### src/rtl/pc_fold_acc_pkg.sv
// pc_pkg: shared types, mode encodings and width helpers for the segmented
// popcount accumulator (pc_fold_acc) and its sub-blocks.
package pc_pkg;

  // Top-level control FSM: ACC accepts segments, HOLD presents a result.
  typedef enum logic {
    ST_ACC  = 1'b0,
    ST_HOLD = 1'b1
  } state_t;

  // Result interpretation, sampled with segment 0.
  localparam logic MODE_UNSIGNED = 1'b0;  // plain popcount
  localparam logic MODE_BIPOLAR  = 1'b1;  // 2*pc - N

  // Bits needed to hold a count in 0..n.
  function automatic int unsigned cnt_w(input int unsigned n);
    return int'($clog2(n + 1));
  endfunction

endpackage

### src/rtl/pc_fold_acc_if.sv
// pc_fold_acc_if: segment input handshake and result output handshake.
//   in_valid/in_ready/in_bits/mode : one CH x SEG_W segment per transfer
//   out_valid/out_ready/out_sum    : CH signed results of width OUT_W
// master = producer/consumer side, slave = pc_fold_acc.
interface pc_fold_acc_if #(
  parameter int unsigned CH    = 4,
  parameter int unsigned SEG_W = 8,
  parameter int unsigned NSEG  = 4
) ();
  localparam int unsigned OUT_W = pc_pkg::cnt_w(SEG_W * NSEG) + 1;

  logic                       in_valid;
  logic                       in_ready;
  logic [CH-1:0][SEG_W-1:0]   in_bits;
  logic                       mode;
  logic                       out_valid;
  logic                       out_ready;
  logic [CH-1:0][OUT_W-1:0]   out_sum;

  modport master (
    output in_valid, in_bits, mode, out_ready,
    input  in_ready, out_valid, out_sum
  );

  modport slave (
    input  in_valid, in_bits, mode, out_ready,
    output in_ready, out_valid, out_sum
  );
endinterface

### src/rtl/pc_fold_acc_seg_popcount.sv
// seg_popcount: combinational population count of one SEG_W-bit segment.
//   bits  : segment bits
//   cnt_c : number of ones, width clog2(SEG_W+1)
module seg_popcount
  import pc_pkg::*;
#(
  parameter int unsigned SEG_W = 8
) (
  input  logic [SEG_W-1:0]          bits,
  output logic [cnt_w(SEG_W)-1:0]   cnt_c
);
  localparam int unsigned PC_W = cnt_w(SEG_W);

  always_comb begin
    cnt_c = '0;
    for (int i = 0; i < int'(SEG_W); i++) begin
      cnt_c = cnt_c + PC_W'(bits[i]);
    end
  end
endmodule

### src/rtl/pc_fold_acc.sv
// pc_fold_acc: folds NSEG segments of CH x SEG_W XNOR bits into per-channel
// popcounts, optionally mapped to bipolar (2*pc - N). Two stages: S1 registers
// segment popcounts, S2 accumulates; the result is held until consumed.
//   clk, rst : clock, synchronous active-high reset
//   bus      : slave side of pc_fold_acc_if (segment in, result out)
module pc_fold_acc
  import pc_pkg::*;
#(
  parameter int unsigned CH    = 4,
  parameter int unsigned SEG_W = 8,
  parameter int unsigned NSEG  = 4
) (
  input  logic          clk,
  input  logic          rst,
  pc_fold_acc_if.slave  bus
);
  localparam int unsigned N     = SEG_W * NSEG;
  localparam int unsigned ACC_W = cnt_w(N);
  localparam int unsigned OUT_W = ACC_W + 1;
  localparam int unsigned PC_W  = cnt_w(SEG_W);
  localparam int unsigned CNT_W = (NSEG > 1) ? $clog2(NSEG) : 1;

  state_t                   state_q, state_d;
  logic                     pend_q, pend_d;       // last segment in flight
  logic                     in_ready_q, in_ready_d;
  logic                     out_valid_q, out_valid_d;
  logic [CNT_W-1:0]         seg_cnt;
  logic                     mode_q;
  logic                     s1_valid, s1_first, s1_last;
  logic [CH-1:0][PC_W-1:0]  s1_pc;
  logic [CH-1:0][PC_W-1:0]  pc_c;
  logic [CH-1:0][ACC_W-1:0] acc;
  logic [CH-1:0][ACC_W-1:0] acc_c;
  logic [CH-1:0][OUT_W-1:0] out_sum_q;
  logic [CH-1:0][OUT_W-1:0] res_c;
  logic                     accept_c;
  logic                     seg_last_c;
  logic                     absorb_last_c;

  assign accept_c      = bus.in_valid && in_ready_q;
  assign seg_last_c    = (seg_cnt == CNT_W'(NSEG - 1));
  assign absorb_last_c = s1_valid && s1_last;

  for (genvar c = 0; c < int'(CH); c++) begin : g_ch
    seg_popcount #(.SEG_W(SEG_W)) u_pc (
      .bits  (bus.in_bits[c]),
      .cnt_c (pc_c[c])
    );
  end

  // S2 accumulate (segment 0 loads) and result mapping.
  always_comb begin
    acc_c = '0;
    res_c = '0;
    for (int c = 0; c < int'(CH); c++) begin
      acc_c[c] = s1_first ? ACC_W'(s1_pc[c]) : acc[c] + ACC_W'(s1_pc[c]);
      if (mode_q == MODE_BIPOLAR) begin
        res_c[c] = {acc_c[c], 1'b0} - OUT_W'(N);
      end else begin
        res_c[c] = OUT_W'(acc_c[c]);
      end
    end
  end

  // FSM state and registered handshake outputs.
  always_ff @(posedge clk) begin
    if (rst) begin
      state_q     <= ST_ACC;
      pend_q      <= 1'b0;
      in_ready_q  <= 1'b1;
      out_valid_q <= 1'b0;
    end else begin
      state_q     <= state_d;
      pend_q      <= pend_d;
      in_ready_q  <= in_ready_d;
      out_valid_q <= out_valid_d;
    end
  end

  // Next state: ACC until S2 absorbs the last segment, HOLD until consumed.
  always_comb begin
    state_d = state_q;
    pend_d  = pend_q;
    case (state_q)
      ST_ACC: begin
        if (accept_c && seg_last_c) pend_d = 1'b1;
        if (absorb_last_c) begin
          state_d = ST_HOLD;
          pend_d  = 1'b0;
        end
      end
      ST_HOLD: begin
        if (bus.out_ready) state_d = ST_ACC;
      end
      default: state_d = ST_ACC;
    endcase
    in_ready_d  = (state_d == ST_ACC) && !pend_d;
    out_valid_d = (state_d == ST_HOLD);
  end

  // Datapath: segment counter, S1 stage, accumulator, held result.
  always_ff @(posedge clk) begin
    if (rst) begin
      seg_cnt   <= '0;
      mode_q    <= MODE_UNSIGNED;
      s1_valid  <= 1'b0;
      s1_first  <= 1'b0;
      s1_last   <= 1'b0;
      s1_pc     <= '0;
      acc       <= '0;
      out_sum_q <= '0;
    end else begin
      s1_valid <= accept_c;
      if (accept_c) begin
        seg_cnt  <= seg_last_c ? '0 : seg_cnt + CNT_W'(1);
        s1_pc    <= pc_c;
        s1_first <= (seg_cnt == '0);
        s1_last  <= seg_last_c;
        if (seg_cnt == '0) mode_q <= bus.mode;
      end
      if (s1_valid) acc <= acc_c;
      if (absorb_last_c) out_sum_q <= res_c;
    end
  end

  assign bus.in_ready  = in_ready_q;
  assign bus.out_valid = out_valid_q;
  assign bus.out_sum   = out_sum_q;
endmodule

### src/flat_wrapper.sv
// flat-port wrapper written by rule: the top's interface ports become plain ports
module pc_fold_acc_flat import pc_pkg::*;
#(
  parameter int unsigned CH    = 4,
  parameter int unsigned SEG_W = 8,
  parameter int unsigned NSEG  = 4
)
  (clk, rst, bus_in_valid, bus_in_bits, bus_mode, bus_out_ready, bus_in_ready, bus_out_valid, bus_out_sum);
  pc_fold_acc_if #(.CH(CH), .SEG_W(SEG_W), .NSEG(NSEG)) bus_i ();
  input  logic clk;
  input  logic rst;
  input wire logic [$bits(bus_i.in_valid)-1:0] bus_in_valid;
  input wire logic [$bits(bus_i.in_bits)-1:0] bus_in_bits;
  input wire logic [$bits(bus_i.mode)-1:0] bus_mode;
  input wire logic [$bits(bus_i.out_ready)-1:0] bus_out_ready;
  output wire logic [$bits(bus_i.in_ready)-1:0] bus_in_ready;
  output wire logic [$bits(bus_i.out_valid)-1:0] bus_out_valid;
  output wire logic [$bits(bus_i.out_sum)-1:0] bus_out_sum;
  assign bus_i.in_valid = bus_in_valid;
  assign bus_i.in_bits = bus_in_bits;
  assign bus_i.mode = bus_mode;
  assign bus_i.out_ready = bus_out_ready;
  assign bus_in_ready = bus_i.in_ready;
  assign bus_out_valid = bus_i.out_valid;
  assign bus_out_sum = bus_i.out_sum;
  pc_fold_acc #(.CH(CH), .SEG_W(SEG_W), .NSEG(NSEG)) u_core (.clk(clk), .rst(rst), .bus(bus_i));
endmodule
### config.mk
export PLATFORM = sky130hd
export DESIGN_NAME = pc_fold_acc_flat
export DESIGN_NICKNAME = d
export VERILOG_FILES = /design/src/rtl/pc_fold_acc_pkg.sv /design/src/rtl/pc_fold_acc_if.sv /design/src/rtl/pc_fold_acc_seg_popcount.sv /design/src/rtl/pc_fold_acc.sv /design/src/flat_wrapper.sv
export SDC_FILE = /design/constraint.sdc
export NUM_CORES = 1
export LEC_CHECK = 0
export ABC_AREA = 1
export CAP_MARGIN = 5
export CORE_MARGIN = 4
export CORE_UTILIZATION = 45
export DETAILED_ROUTE_END_ITERATION = 8
export PLACE_DENSITY = 0.79
export SLEW_MARGIN = 30
export SYNTH_ARGS = -nofsm -noshare
export SYNTH_HDL_FRONTEND = slang
export SYNTH_HIERARCHICAL = 1
export SYNTH_SLANG_ARGS = --single-unit
### constraint.sdc
create_clock -name clk -period 5.85 [get_ports clk]
set_input_delay 1.17 -clock clk [delete_from_list [all_inputs] [get_ports clk]]
set_output_delay 1.17 -clock clk [all_outputs]
set_load 0.02 [all_outputs]
==> results.json <==
{
  "syn-num-nets": 768,
  "finalMaxSlewViolations": 0,
  "die_w_um": 112,
  "cts_tree": "built",
  "gr-total-overflow": 0,
  "rsz0062_at_grt": "no",
  "setup_viol": 0,
  "p_sw_uw": 431,
  "chipHeight_um": 112,
  "cts.path.max_buffers": 2,
  "max_freq_mhz": 293,
  "critPathArrivalTime_ps": 3650,
  "cp-start-kind": "input pin",
  "critPathRequiredTime_ps": 6080,
  "clk_pin_slew_worst_paths_ps": 80,
  "place.gp.congestion": 0.852,
  "status": "finished clean",
  "ir_drop_v": 0.000121,
  "finalCritPeriodShare_pct": 58.3,
  "grt_pass1_vias": 4564,
  "area_growth_pct": 17.9,
  "rr_worst_depth": 5,
  "synth-seq-cells": 77,
  "min_path_type": "reg -> reg",
  "postCtsHoldBufs": 0,
  "root_buffer": "clkbuf_8",
  "route.antenna.remaining_nets": 0,
  "io_buffers": 66,
  "gr-usage-met1_pct": 21.0,
  "cts.sinks": 77,
  "synth_common_cells": "170 x nand2_1, 107 x inv_1, 77 x dfxtp_1, 72 x nor2_1, 50 x a21oi_1",
  "n_antenna_cell": 0,
  "tightest_slew_ps": 826,
  "viasPerCell": 5.05,
  "slew_headroom_pct": 44.8,
  "drt_iter0_drc": 227,
  "track_usage_pct": 18.9,
  "whs_path_depth": 2,
  "nets": 822,
  "drc": 0,
  "top_usage_layer": "met2",
  "yosysUniqueCellTypes": 31,
  "switching_share_pct": 34.0,
  "core-area_um2": 10400,
  "holdWs_ps": 472,
  "grt_max_degree": 40,
  "cts_resized": 0,
  "hold_violations": 0,
  "synth_top_cell_by_area": "dfxtp_1",
  "hpwl_um": 8360,
  "grt_use_met3_pct": 2.88,
  "ys_dominant_reg_cell": "dfxtp_1",
  "cts_made_buffers": 9,
  "cts_max_level": 3,
  "cts_setup_buffers": 0,
  "async_reset_ff_share_pct": 0,
  "p_leak_uw": 0.00275,
  "wl_per_cell_um": 12.7,
  "powerDensity_nw_per_um2": 223,
  "fp.dieArea_um2": 12400,
  "drt-total-wl_um": 11200,
  "synth_warnings": 6,
  "power.share.clock_pct": 27.9,
  "worstSetupPathType": "in -> reg",
  "fin_area_um2": 5690,
  "num-fill-cells": 1020,
  "netlist_area_um2": 4820,
  "intPower_uw": 835,
  "grt_first_pass_wirelength_um": 19800,
  "clock_latency_ps": 350,
  "endpoint_kind": "flip-flop",
  "netlist_top_cells_area": "dfxtp_1 32%, nand2_1 13%, inv_1 8.3%",
  "pin_count": 67,
  "finalSetupTns_ps": 0,
  "postSynthCellCount": 681,
  "placed_cell_area_um2": 5520,
  "synth_top_area_share_pct": 32.0,
  "via_count": 4427,
  "use_met2_pct": 34.9,
  "ys_seq_area_share_pct": 32.0,
  "p_seq_share_pct": 46.2,
  "drive_gt1_share_pct": 6.35,
  "first_pass_iters": 5,
  "grt_antenna_before_repair": 0,
  "maxCapViolations": 0,
  "pwr-share-comb_pct": 25.9,
  "cp_max_fo": 2,
  "std_cell_rows": 37,
  "start_util_pct": 46.5,
  "avgSynthCellArea_um2": 7.08,
  "synth-edff-count": 0,
  "period_needed_ps": 3410,
  "finalClockSkew_ps": 12.2,
  "synth.most_common_cell": "nand2_1"
}
==> layer usage <==
metal  up-vias  share of wire, %
met5         -                 0
met4         0               3.2
li1       2239                 -
met3        28               4.9
met2       127                50
met1      2033                41
==> worst max-delay path: stages <==
cell	delay, ps
clkdlybuf4s50_1	430
fa_1	540
inv_1	50
fa_1	440
inv_1	70
ha_1	160
inv_1	50
fa_1	470
inv_1	40
o21ai_0	160
nor2_1	60
==> final cells by class <==
cell class                      count  area (um2)  share of cell area [%]
Clock inverter                      6        40.0                   0.704
Inverter                          113         434                    7.64
Clock buffer                       10         128                    2.24
Tap cell                          136         170                    2.99
Sequential cell                    77        1540                    27.1
Multi-Input combinational cell    466        2700                    47.4
Timing Repair Buffer               68         676                    11.9
==> power by group through the flow <==
stage | combinational [uW] | sequential (uW) | clock [uW]
2_1_floorplan | 239 | 586 | 0
3_3_place_gp | 308 | 594 | 0
3_5_place_dp | 329 | 597 | 0
4_1_cts | 331 | 584 | 362
5_1_grt | 385 | 590 | 382
6_report | 328 | 585 | 353
==> metrics by stage <==
step | power [uW] | setup WS (ps) | std cells | utilization [%]
final | 1270 | 2440 | 876 | 54.8
after global routing | 1360 | 2210 | 876 | 54.8
after CTS | 1280 | 2440 | 876 | 54.8
after detailed placement | 926 | 2050 | 860 | 53.2
after global placement | 902 | 2100 | 860 | 53.2
after floorplan | 825 | 2630 | 681 | -
==> cells in the final DEF (no fill, tap or decap) <==
| cell type | netlist | layout |
|---|---|---|
| o221ai_1 | 1 | 1 |
| nor2_1 | 72 | 72 |
| a22oi_1 | 3 | 3 |
| clkinv_1 | 2 | 2 |
| clkinvlp_4 | 0 | 4 |
| or2_1 | 1 | 1 |
| a31oi_1 | 4 | 4 |
| buf_4 | 5 | 2 |
| inv_2 | 1 | 2 |
| xnor2_1 | 1 | 1 |
| nand3_1 | 28 | 28 |
| inv_6 | 1 | 1 |
| a21oi_1 | 50 | 50 |
| o21ai_1 | 9 | 9 |
| o21ai_0 | 48 | 48 |
| clkbuf_1 | 9 | 1 |
| dfxtp_1 | 77 | 77 |
| clkinv_2 | 0 | 2 |
| nand2_1 | 170 | 170 |
| inv_1 | 107 | 106 |
| clkbuf_8 | 0 | 9 |
| nor2_2 | 6 | 6 |
| clkdlybuf4s50_1 | 0 | 66 |
| nand3_2 | 13 | 13 |
| nor2_8 | 1 | 1 |
| o211ai_1 | 3 | 3 |
| ha_1 | 30 | 30 |
| nand2_4 | 2 | 2 |
| o22ai_1 | 1 | 1 |
| inv_4 | 2 | 2 |
| a21oi_2 | 3 | 3 |
| fa_1 | 20 | 20 |
==> worst paths after layout <==
kind	from	end	slack [ps]
worst max register to register	u_core/s1_first	u_core/bus.out_sum[24]	3660
worst max-delay path	bus_in_bits[19]	u_core/s1_pc[9]	2440
worst min register to register	u_core/bus.out_sum[0]	u_core/bus.out_sum[0]	470
worst min-delay path	u_core/bus.out_sum[0]	u_core/bus.out_sum[0]	470
==> flip-flops by register name, indices dropped and copies added, names as in the netlist <==
signal / count
u_core/bus.out_sum: 28
u_core/acc: 24
u_core/s1_pc: 16
u_core/seg_cnt: 2
u_core/bus.in_ready: 1
u_core/bus.out_valid: 1
u_core/mode_q: 1
u_core/pend_q: 1
u_core/s1_first: 1
u_core/s1_last: 1
u_core/s1_valid: 1
==> cell families after synthesis <==
group,count (synthesis),share of synthesized area (%)
AO/OA/AOI/OAI,122,13.4
XOR/XNOR,1,0.182
adder cells (fa/ha/maj),50,16.1
buffers and inverters,138,12.1
flip-flops,77,32.0
AND/OR/NAND/NOR,293,26.2
(Power assumes the default switching activity.)
